[src/rtl/sram_ctrl_pkg.sv]
// Shared types and widths for the cache-side SRAM backing-store controller.
package sram_ctrl_pkg;

  localparam int SRAM_ADDR_W     = 17;
  localparam int WORD_W          = 32;
  localparam int HALF_W          = 16;
  localparam int MAX_WAIT_CYCLES = 15;

  typedef enum logic [2:0] {
    ST_IDLE      = 3'd0,
    ST_SETUP_LO  = 3'd1,
    ST_STROBE_LO = 3'd2,
    ST_SETUP_HI  = 3'd3,
    ST_STROBE_HI = 3'd4,
    ST_DONE      = 3'd5
  } sram_state_t;

endpackage

[src/rtl/sram_controller_if.sv]
// Cache-side request bus: single-word read/write requests and the stall back.
interface sram_controller_if;
  import sram_ctrl_pkg::*;

  logic                   rd_sram;
  logic                   wr_sram;
  logic [SRAM_ADDR_W-1:0] addr;
  logic [WORD_W-1:0]      wr_data;
  logic [WORD_W-1:0]      rd_data;
  logic                   sram_stalled;

  modport master (
    output rd_sram, wr_sram, addr, wr_data,
    input  rd_data, sram_stalled
  );

  modport slave (
    input  rd_sram, wr_sram, addr, wr_data,
    output rd_data, sram_stalled
  );

endinterface

[src/rtl/sram_wait_counter.sv]
// 4-bit loadable down-counter that times the strobe-low phase of each half access.
module sram_wait_counter (
  input  logic       clk,
  input  logic       reset,
  input  logic       load,
  input  logic       dec,
  input  logic [3:0] load_value,
  output logic [3:0] value,
  output logic       zero
);

  logic [3:0] count_q;
  logic [3:0] count_d;

  // Load takes priority over decrement; the caller only decrements while non-zero.
  always_comb begin
    count_d = count_q;
    if (load) begin
      count_d = load_value;
    end else if (dec) begin
      count_d = count_q - 4'd1;
    end
  end

  // Count register, cleared by reset.
  always_ff @(posedge clk) begin
    if (reset) begin
      count_q <= 4'd0;
    end else begin
      count_q <= count_d;
    end
  end

  assign value = count_q;
  assign zero  = (count_q == 4'd0);

endmodule

[src/rtl/sram_controller.sv]
// Turns one 32-bit cache request into two 16-bit asynchronous SRAM accesses
// (low half first) with programmable strobe width; all pins are registered.
module sram_controller
  import sram_ctrl_pkg::*;
#(
  parameter int WAIT_CYCLES = 2
) (
  input  logic                   clk,
  input  logic                   reset,
  sram_controller_if.slave       bus,
  output logic [SRAM_ADDR_W:0]   ext_addr,
  output logic [HALF_W-1:0]      ext_dq_out,
  input  logic [HALF_W-1:0]      ext_dq_in,
  output logic                   ext_dq_oe,
  output logic                   ext_ce_n,
  output logic                   ext_oe_n,
  output logic                   ext_we_n
);

  localparam logic [3:0] WAIT_LOAD = 4'(WAIT_CYCLES - 1);

  sram_state_t            state_q, state_d;
  logic [SRAM_ADDR_W-1:0] addr_q, addr_d;
  logic [WORD_W-1:0]      wdata_q, wdata_d;
  logic                   is_write_q, is_write_d;
  logic [WORD_W-1:0]      rd_data_q, rd_data_d;
  logic [SRAM_ADDR_W:0]   ext_addr_q, ext_addr_d;
  logic [HALF_W-1:0]      ext_dq_out_q, ext_dq_out_d;
  logic                   ext_dq_oe_q, ext_dq_oe_d;
  logic                   ext_ce_n_q, ext_ce_n_d;
  logic                   ext_oe_n_q, ext_oe_n_d;
  logic                   ext_we_n_q, ext_we_n_d;

  logic                   in_setup, in_strobe;
  logic                   cnt_zero;
  logic [3:0]             cnt_value;
  logic                   nxt_access, nxt_strobe, nxt_hi;

  assign in_setup  = (state_q == ST_SETUP_LO)  || (state_q == ST_SETUP_HI);
  assign in_strobe = (state_q == ST_STROBE_LO) || (state_q == ST_STROBE_HI);

  sram_wait_counter u_wait (
    .clk        (clk),
    .reset      (reset),
    .load       (in_setup),
    .dec        (in_strobe && (cnt_value != 4'd0)),
    .load_value (WAIT_LOAD),
    .value      (cnt_value),
    .zero       (cnt_zero)
  );

  // Sequencing: latch the request in IDLE, walk both halves, capture read data at strobe end.
  always_comb begin
    state_d    = state_q;
    addr_d     = addr_q;
    wdata_d    = wdata_q;
    is_write_d = is_write_q;
    rd_data_d  = rd_data_q;
    case (state_q)
      ST_IDLE: begin
        if (bus.rd_sram || bus.wr_sram) begin
          addr_d     = bus.addr;
          wdata_d    = bus.wr_data;
          is_write_d = !bus.rd_sram;
          state_d    = ST_SETUP_LO;
        end
      end
      ST_SETUP_LO: state_d = ST_STROBE_LO;
      ST_STROBE_LO: begin
        if (cnt_zero) begin
          if (!is_write_q) rd_data_d[HALF_W-1:0] = ext_dq_in;
          state_d = ST_SETUP_HI;
        end
      end
      ST_SETUP_HI: state_d = ST_STROBE_HI;
      ST_STROBE_HI: begin
        if (cnt_zero) begin
          if (!is_write_q) rd_data_d[WORD_W-1:HALF_W] = ext_dq_in;
          state_d = ST_DONE;
        end
      end
      ST_DONE: state_d = ST_IDLE;
      default: state_d = ST_IDLE;
    endcase
  end

  // Pin values are decoded from the next state so the registered pins line up with it.
  always_comb begin
    nxt_access   = (state_d == ST_SETUP_LO) || (state_d == ST_STROBE_LO) ||
                   (state_d == ST_SETUP_HI) || (state_d == ST_STROBE_HI);
    nxt_strobe   = (state_d == ST_STROBE_LO) || (state_d == ST_STROBE_HI);
    nxt_hi       = (state_d == ST_SETUP_HI) || (state_d == ST_STROBE_HI);
    ext_addr_d   = ext_addr_q;
    ext_dq_out_d = ext_dq_out_q;
    if (nxt_access) begin
      ext_addr_d   = {addr_d, nxt_hi};
      ext_dq_out_d = nxt_hi ? wdata_d[WORD_W-1:HALF_W] : wdata_d[HALF_W-1:0];
    end
    ext_ce_n_d  = !nxt_access;
    ext_oe_n_d  = !(nxt_strobe && !is_write_d);
    ext_we_n_d  = !(nxt_strobe && is_write_d);
    ext_dq_oe_d = nxt_access && is_write_d;
  end

  // State and pin registers; reset discards any access in flight.
  always_ff @(posedge clk) begin
    if (reset) begin
      state_q      <= ST_IDLE;
      addr_q       <= '0;
      wdata_q      <= '0;
      is_write_q   <= 1'b0;
      rd_data_q    <= '0;
      ext_addr_q   <= '0;
      ext_dq_out_q <= '0;
      ext_dq_oe_q  <= 1'b0;
      ext_ce_n_q   <= 1'b1;
      ext_oe_n_q   <= 1'b1;
      ext_we_n_q   <= 1'b1;
    end else begin
      state_q      <= state_d;
      addr_q       <= addr_d;
      wdata_q      <= wdata_d;
      is_write_q   <= is_write_d;
      rd_data_q    <= rd_data_d;
      ext_addr_q   <= ext_addr_d;
      ext_dq_out_q <= ext_dq_out_d;
      ext_dq_oe_q  <= ext_dq_oe_d;
      ext_ce_n_q   <= ext_ce_n_d;
      ext_oe_n_q   <= ext_oe_n_d;
      ext_we_n_q   <= ext_we_n_d;
    end
  end

  assign ext_addr         = ext_addr_q;
  assign ext_dq_out       = ext_dq_out_q;
  assign ext_dq_oe        = ext_dq_oe_q;
  assign ext_ce_n         = ext_ce_n_q;
  assign ext_oe_n         = ext_oe_n_q;
  assign ext_we_n         = ext_we_n_q;
  assign bus.rd_data      = rd_data_q;
  assign bus.sram_stalled = (bus.rd_sram || bus.wr_sram) && (reset || (state_q != ST_DONE));

endmodule

[src/flat_wrapper.sv]
// flat-port wrapper written by rule: the top's interface ports become plain ports
module sram_controller_flat import sram_ctrl_pkg::*;
#(
  parameter int WAIT_CYCLES = 2
)
  (clk, reset, ext_addr, ext_dq_out, ext_dq_in, ext_dq_oe, ext_ce_n, ext_oe_n, ext_we_n, bus_rd_sram, bus_wr_sram, bus_addr, bus_wr_data, bus_rd_data, bus_sram_stalled);
  sram_controller_if bus_i ();
  input  logic clk;
  input  logic reset;
  output logic [SRAM_ADDR_W:0] ext_addr;
  output logic [HALF_W-1:0] ext_dq_out;
  input  logic [HALF_W-1:0] ext_dq_in;
  output logic ext_dq_oe;
  output logic ext_ce_n;
  output logic ext_oe_n;
  output logic ext_we_n;
  input wire logic [$bits(bus_i.rd_sram)-1:0] bus_rd_sram;
  input wire logic [$bits(bus_i.wr_sram)-1:0] bus_wr_sram;
  input wire logic [$bits(bus_i.addr)-1:0] bus_addr;
  input wire logic [$bits(bus_i.wr_data)-1:0] bus_wr_data;
  output wire logic [$bits(bus_i.rd_data)-1:0] bus_rd_data;
  output wire logic [$bits(bus_i.sram_stalled)-1:0] bus_sram_stalled;
  assign bus_i.rd_sram = bus_rd_sram;
  assign bus_i.wr_sram = bus_wr_sram;
  assign bus_i.addr = bus_addr;
  assign bus_i.wr_data = bus_wr_data;
  assign bus_rd_data = bus_i.rd_data;
  assign bus_sram_stalled = bus_i.sram_stalled;
  sram_controller #(.WAIT_CYCLES(WAIT_CYCLES)) u_core (.clk(clk), .reset(reset), .bus(bus_i), .ext_addr(ext_addr), .ext_dq_out(ext_dq_out), .ext_dq_in(ext_dq_in), .ext_dq_oe(ext_dq_oe), .ext_ce_n(ext_ce_n), .ext_oe_n(ext_oe_n), .ext_we_n(ext_we_n));
endmodule
[config.mk]
export PLATFORM = sky130hd
export DESIGN_NAME = sram_controller_flat
export DESIGN_NICKNAME = d
export VERILOG_FILES = /design/src/rtl/sram_ctrl_pkg.sv /design/src/rtl/sram_controller_if.sv /design/src/rtl/sram_wait_counter.sv /design/src/rtl/sram_controller.sv /design/src/flat_wrapper.sv
export SDC_FILE = /design/constraint.sdc
export NUM_CORES = 1
export LEC_CHECK = 0
export ABC_AREA = 1
export BUFFER_PORTS_ARGS = -buffer_cell sky130_fd_sc_hd__buf_2
export CAP_MARGIN = 20
export CORE_MARGIN = 2
export CORE_UTILIZATION = 30
export CTS_CLUSTER_DIAMETER = 30
export CTS_CLUSTER_SIZE = 14
export DETAILED_ROUTE_END_ITERATION = 8
export HOLD_SLACK_MARGIN = 0.06
export PLACE_DENSITY_LB_ADDON = 0.05
export SETUP_SLACK_MARGIN = 0.1
export SLEW_MARGIN = 20
export SYNTH_ARGS = -nofsm -noshare
export SYNTH_HDL_FRONTEND = slang
export SYNTH_SLANG_ARGS = --single-unit
[constraint.sdc]
create_clock -name clk -period 1.8 [get_ports clk]
set_input_delay 0.27 -clock clk [delete_from_list [all_inputs] [get_ports clk]]
set_output_delay 0.27 -clock clk [all_outputs]
set_load 0.01 [all_outputs]
# Word-level counts from Yosys, hierarchy flattened
# Index checks and enable logic that the tools add are counted.
[word_totals]
latch_bits = 0
regBits = 127
mem_bits_ro = 0
inputBits = 69
memories = 0
ramBits = 0
out_inout_bits = 71
wordCells = 64
[classes]
n_reduce_logical = 26
mul = 0
n_eq_ne = 9
n_shift = 0
order_cmp = 0
bitwise_logic = 1
addsub = 1
div = 0
muxes = 13
[ops]
columns = ["op", "n"]
rows = [
  ["32-bit 2-to-1 mux", 2],
  ["17-bit 2-to-1 mux", 2],
  ["16-bit 2-to-1 mux", 1],
  ["3-bit one-hot mux with 5 select lines", 1],
  ["3-bit by 2-bit equality test with 1-bit output (second input constant)", 4],
  ["1-bit logical OR", 9],
  ["3-bit 2-to-1 mux", 3],
  ["3-bit by 1-bit equality test with 1-bit output (second input constant)", 2],
  ["3-bit equality test (second input constant)", 2],
  ["3-bit AND reduction", 2],
  ["1-bit logical AND", 5],
  ["1-bit zero test", 5],
  ["4-bit zero test", 1],
  ["1-bit 2-to-1 mux", 4],
  ["4-bit nonzero test", 1],
  ["4-bit by 1-bit subtractor with 4-bit output (second input constant)", 1],
  ["3-bit zero test", 1],
  ["3-bit != test (second input constant)", 1],
  ["2-bit nonzero test", 1],
  ["2-bit OR reduction", 1],
  ["1-bit NOT", 1],
]

# Depth between registers and ports, before layout
[logic_depth]
depth_word = 8
ltp_mapped = 12
depth_no_buf = 11

# Modules after synthesis
# Synthesis repeated with hierarchy kept, for this count alone.
[hier_totals]
hier_cells = 706
area_unflattened_um2 = 5143.7
[modules_own_cells]
columns = ["module", "cells_each", "area_each_um2", "n_inst"]
rows = [
  ["sram_controller", 666, 4890.9, 1],
  ["sram_wait_counter", 40, 252.7, 1],
]

# Worst setup path before layout
# No wires, ideal clock.
[synth_timing]
kind = "reg2reg"
from = "reg u_core.u_wait.count_q[0], in the netlist u_core.u_wait.value[0]"
to = "reg u_core.ext_addr_q[10], in the netlist u_core.ext_addr[10]"
slack_ns = 0.237
t_arrival_ns = 1.496
setup_time_ns = 0.067
path_stages_with_launch = 12
cell_sequence = "dfxtp_1 -> inv_1 -> ha_1 -> nand2_1 -> nand2_1 -> nand2_4 -> nand2_2 -> nand2_2 -> nand2_2 -> buf_6 -> buf_6 -> o21ai_2"
[synth_via]
elab_chain_cells = 7
elab_cells_between_ends = 11
cone_classes = "eq/ne (4); mux (3); reduce/logical (4)"
[synth_rtl]
columns = ["item", "line", "rtl"]
rows = [
  ["start, declared", "sram_wait_counter.sv:12", "logic [3:0] count_q;"],
  ["start signal, assigned", "sram_wait_counter.sv:30", "count_q <= count_d;"],
  ["4-bit zero test (*)", "sram_wait_counter.sv:35", "assign zero = (count_q == 4'd0);"],
  ["3-bit 2-to-1 mux, on equally long branches", "sram_controller.sv:77, sram_controller.sv:70", ""],
  ["3-bit one-hot mux with 5 select lines (*)", "sram_controller.sv:59", "case (state_q)"],
  ["3-bit by 1-bit equality test with 1-bit output / 3-bit by 2-bit equality test with 1-bit output (equally long branches)", "sram_controller.sv:89", "nxt_access = (state_d == ST_SETUP_LO) || (state_d == ST_STROBE_LO) ||"],
  ["1-bit logical OR (2 in series)", "sram_controller.sv:89", ""],
  ["1-bit logical OR (*)", "sram_controller.sv:90", "(state_d == ST_SETUP_HI) || (state_d == ST_STROBE_HI);"],
  ["end signal, assigned", "sram_controller.sv:125", "ext_addr_q <= ext_addr_d;"],
  ["end, declared", "sram_controller.sv:27", "logic [SRAM_ADDR_W:0] ext_addr_q, ext_addr_d;"],
]
# Mark *: on every way between the ends. The rest lies on a longest branch, timed or not.
# A chain may end at the register's enable or synchronous reset.

# Final worst setup path
[layout_timing]
from = "reg u_core.u_wait.count_q[0], in the netlist u_core.u_wait.value[0]"
to = "reg u_core.rd_data_q[9], in the netlist u_core.bus.rd_data[9]"
[layout_via]
elab_chain_cells = 2
[layout_rtl]
columns = ["item", "line", "rtl"]
rows = [
  ["4-bit zero test", "sram_wait_counter.sv:35", ""],
  ["3-bit AND reduction (no source line)", "-", ""],
  ["end signal, assigned", "sram_controller.sv:124", "rd_data_q <= rd_data_d;"],
  ["end, declared", "sram_controller.sv:26", "logic [WORD_W-1:0] rd_data_q, rd_data_d;"],
]
# No other way between the ends.

==> results by group <==
Status
  – Status: completed

Synthesis
  – Distinct cells, synth: 28
  – Synth Area in Compound Gates: 11.9%
  – Seq cells post-synth: 127
  – Syn_nets: 716
  – Syn_area_per_cell: 7.62 sq um
  – Ys Warns: 0
  – Mux contribution to synthesized area: 0%
  – Synth Instances: 646
  – Adder-Cell Fraction of Synth Area: 0.254%
  – Post-synthesis simple-gate area fraction: 30.8%
  – Main combinational cell family by area after synthesis: simple AND/OR/NAND/NOR gates
  – Cell Area, Synth: 0.00492 sq mm
  – Xor/xnor share of the synthesized area: 0.178%
  – Sequential area share after synthesis: 51.7%

Detailed routing
  – Drt via density: 4.53
  – Routed Antenna Nets: 0
  – Pre-Repair DR Iteration Count: 6
  – Final WL: 14,400 um
  – Residual DRC count: 0
  – Iter 0 DRT Violations: 178
  – DR vias: 4,645
  – Routed wire length per instance: 14.0 um

Floorplanning
  – Core Region: 0.0159 sq mm
  – # IOs: 140
  – Initial Utilization: 30.9%
  – Die footprint: 0.0174 sq mm
  – Die Width: 132 um
  – Die Y: 132 um
  – Cell Rows: 46

Pwr
  – Pwr dens: 1480 mW/mm^2
  – Max rail drop VDD: 0.713 mV
  – Power Total: 9.85 mW
  – Pleak: 3.32 nW

Clock network
  – Max clock buf depth: 2
  – Clock latency on the worst-skew pair: 0.41 ns
  – H-Tree Depth: 4
  – Cts hold-fix bufs: 0
  – CTS sink count: 127
  – CTS tree: built
  – Reg clk slew, reported paths: 0.06 ns
  – Root Buffer: clkbuf_16
  – CTS Buf Count: 17

Worst setup path
  – Worst Path Max Fanout: 10
  – Crit path max-delay family: buffers and inverters
  – CP Capture Type: register
  – CP most frequent cell: nor2_1
  – Critical-path top delay cell: dfxtp_1
  – Worst path cell trace: inv_1, ha_2, nand2_2, nor2_1, inv_1, nor2_2, clkinvlp_4, buf_4, nor2_1, nor2_1
  – CP Data Required Time: 2.11 ns
  – Setup crit start kind: register
  – Buf+Inv Stages, Crit Path: 4
  – Reg2reg start: u_core.u_wait.value[0]$_SDFFE_PP0P_
  – Setup Crit Path Kind: reg -> reg
  – Crit path DAT: 1.92 ns
  – Max incr delay on CP: 0.31 ns
  – Worst Setup SP: u_core.u_wait.value[0]$_SDFFE_PP0P_

Min path
  – Hold/Removal Path Class: in -> reg
  – Hold Crit Start: ext_dq_in[14]

Timing
  – TNS Setup: 0 ns
  – Final Cycle Share: 89.6%
  – Final worst path period need: 1.61 ns
  – Count of final setup violators: 0
  – Max Freq: 620 MHz
  – Slew Limit Fails: 0
  – Relative slew slack: 74.0%
  – Final WS setup: 0.188 ns
  – Final worst clock skew: 0.00451 ns
  – Worst slew pin tran: 0.390 ns
  – Final hold violation count: 0
  – RSZ-0062 raised after global routing: true

Finish
  – Design Area, Final: 0.00665 sq mm
  – Inserted Diodes: 0
  – Layout cells sized above 1: 31.0%
  – Nets: 866
  – Layout fillers: 1,700
  – Layout area overhead: 35.1%

Global routing
  – First-pass GRT wire length: 22,600 um
  – Vias in the first global route: 4,361
  – Largest net degree at the start of global routing: 41
  – Initial antenna violation count: 0
  – Total GRT Usage: 16.4%
  – Grt ovf: 0

Place
  – Gpl congestion: 0.766
  – DP Area: 0.00588 sq mm
  – Port-buffer cells: 139
  – DP Wirelength: 9990 um
  – Pre-CTS WS: 0.0139 ns

Job
  – Max-cap violations: 0
## cells in the mapped netlist (all sizes together)
cell / instances / area, sq um
a21oi: 39 / 195
nor2: 96 / 385
inv: 21 / 78.8
buf: 17 / 111
clkbuf: 17 / 63.8
a41oi: 1 / 8.76
nand3: 23 / 133
nand2: 199 / 785
a211oi: 1 / 7.51
or2: 17 / 106
xnor2: 1 / 8.76
ha: 1 / 12.5
dfxtp: 127 / 2540
nand4: 16 / 100
o21ai: 69 / 375
and3: 1 / 6.26
## worst min-delay path: cells and delay by family
kind | cells | cell delay [ns]
AND/OR/NAND/NOR | 2 | 0.12
buffers and inverters | 1 | 0.09
## repair_timing
action | CTS | global route
gates resized for setup | 4 | 9
hold endpoints to repair | 0 | 0
cloned | 0 | 2
buffers inserted | 2 | 3
pin swaps | 0 | 1
endpoints found under the setup margin | 24 | 68
## cells by family after synthesis
group,Yosys count
AO/OA/AOI/OAI,110
XOR/XNOR,1
adder cells (fa/ha/maj),1
buffers and inverters,55
flip-flops,127
AND/OR/NAND/NOR,352
## metal layers
metal  vias up  track usage [%]  share of wire [%]
li1       2397                -                  -
met1      2116             21.7                 48
met2       114             24.8                 44
met3        18             5.23                5.7
met4         0             6.46                1.8
met5         -                0                  0
## placed cells by master, fill, tap and decap left out, drive strengths merged
cell type,Yosys,layout
clkbuf,17,19
buf,17,163
dfxtp,127,127
ha,1,1
o21ai,69,69
nand4,16,16
nor2,96,96
inv,21,20
bufinv,0,5
or2,17,17
and3,1,1
xnor2,1,1
a21oi,39,39
a41oi,1,1
clkinvlp,0,4
a211oi,1,1
nand3,23,23
nand2,199,201
clkinv,0,5
## layout make-up
class | instances | area [sq um] | area share, %
sequential | 127 | 2540 | 38.2
multi-input combinational | 466 | 2150 | 32.4
timing repair buffer | 163 | 925 | 13.9
clock buffer | 19 | 453 | 6.81
tap | 216 | 270 | 4.06
clock inverter | 13 | 210 | 3.16
inverter | 21 | 93.8 | 1.41
## sequential cells by signal, indices dropped and copies added (netlist names), 3 cells and up
name	cells
u_core.u_wait.value	4
u_core.addr_q	17
u_core.ext_dq_out	16
u_core.ext_addr	18
u_core.state_q	3
u_core.wdata_q	32
u_core.bus.rd_data	32
## final timing paths
path / end / slack, ns / cells after the start
max: u_core.bus.rd_data[9]$_SDFFE_PP0P_ / 0.19 / 10
min: u_core.bus.rd_data[14]$_SDFFE_PP0P_ / 0.1 / 3
max reg2reg: u_core.bus.rd_data[9]$_SDFFE_PP0P_ / 0.19 / 10
min reg2reg: u_core.ext_dq_out[3]$_SDFFE_PP0P_ / 0.44 / 2
## power breakdown
part | switching, mW | leakage [nW] | internal [mW]
Clock | 1.29 | 0.320 | 2.54
Combinational | 1.57 | 1.96 | 0.913
Sequential | 0.210 | 1.04 | 3.33
Total | 3.07 | 3.32 | 6.78
## through the flow
| stage | cells | utilization [%] | hold slack (ns) |
|---|---|---|---|
| after floorplan | 646 | - | 0.405 |
| after global placement | 986 | 36.9 | 0.437 |
| after detailed placement | 986 | 36.9 | 0.436 |
| after CTS | 1020 | 41.2 | 0.0724 |
| after global routing | 1025 | 41.7 | 0.0852 |
| final | 1025 | 41.7 | 0.0954 |
Power figures use the tool's default switching activity.
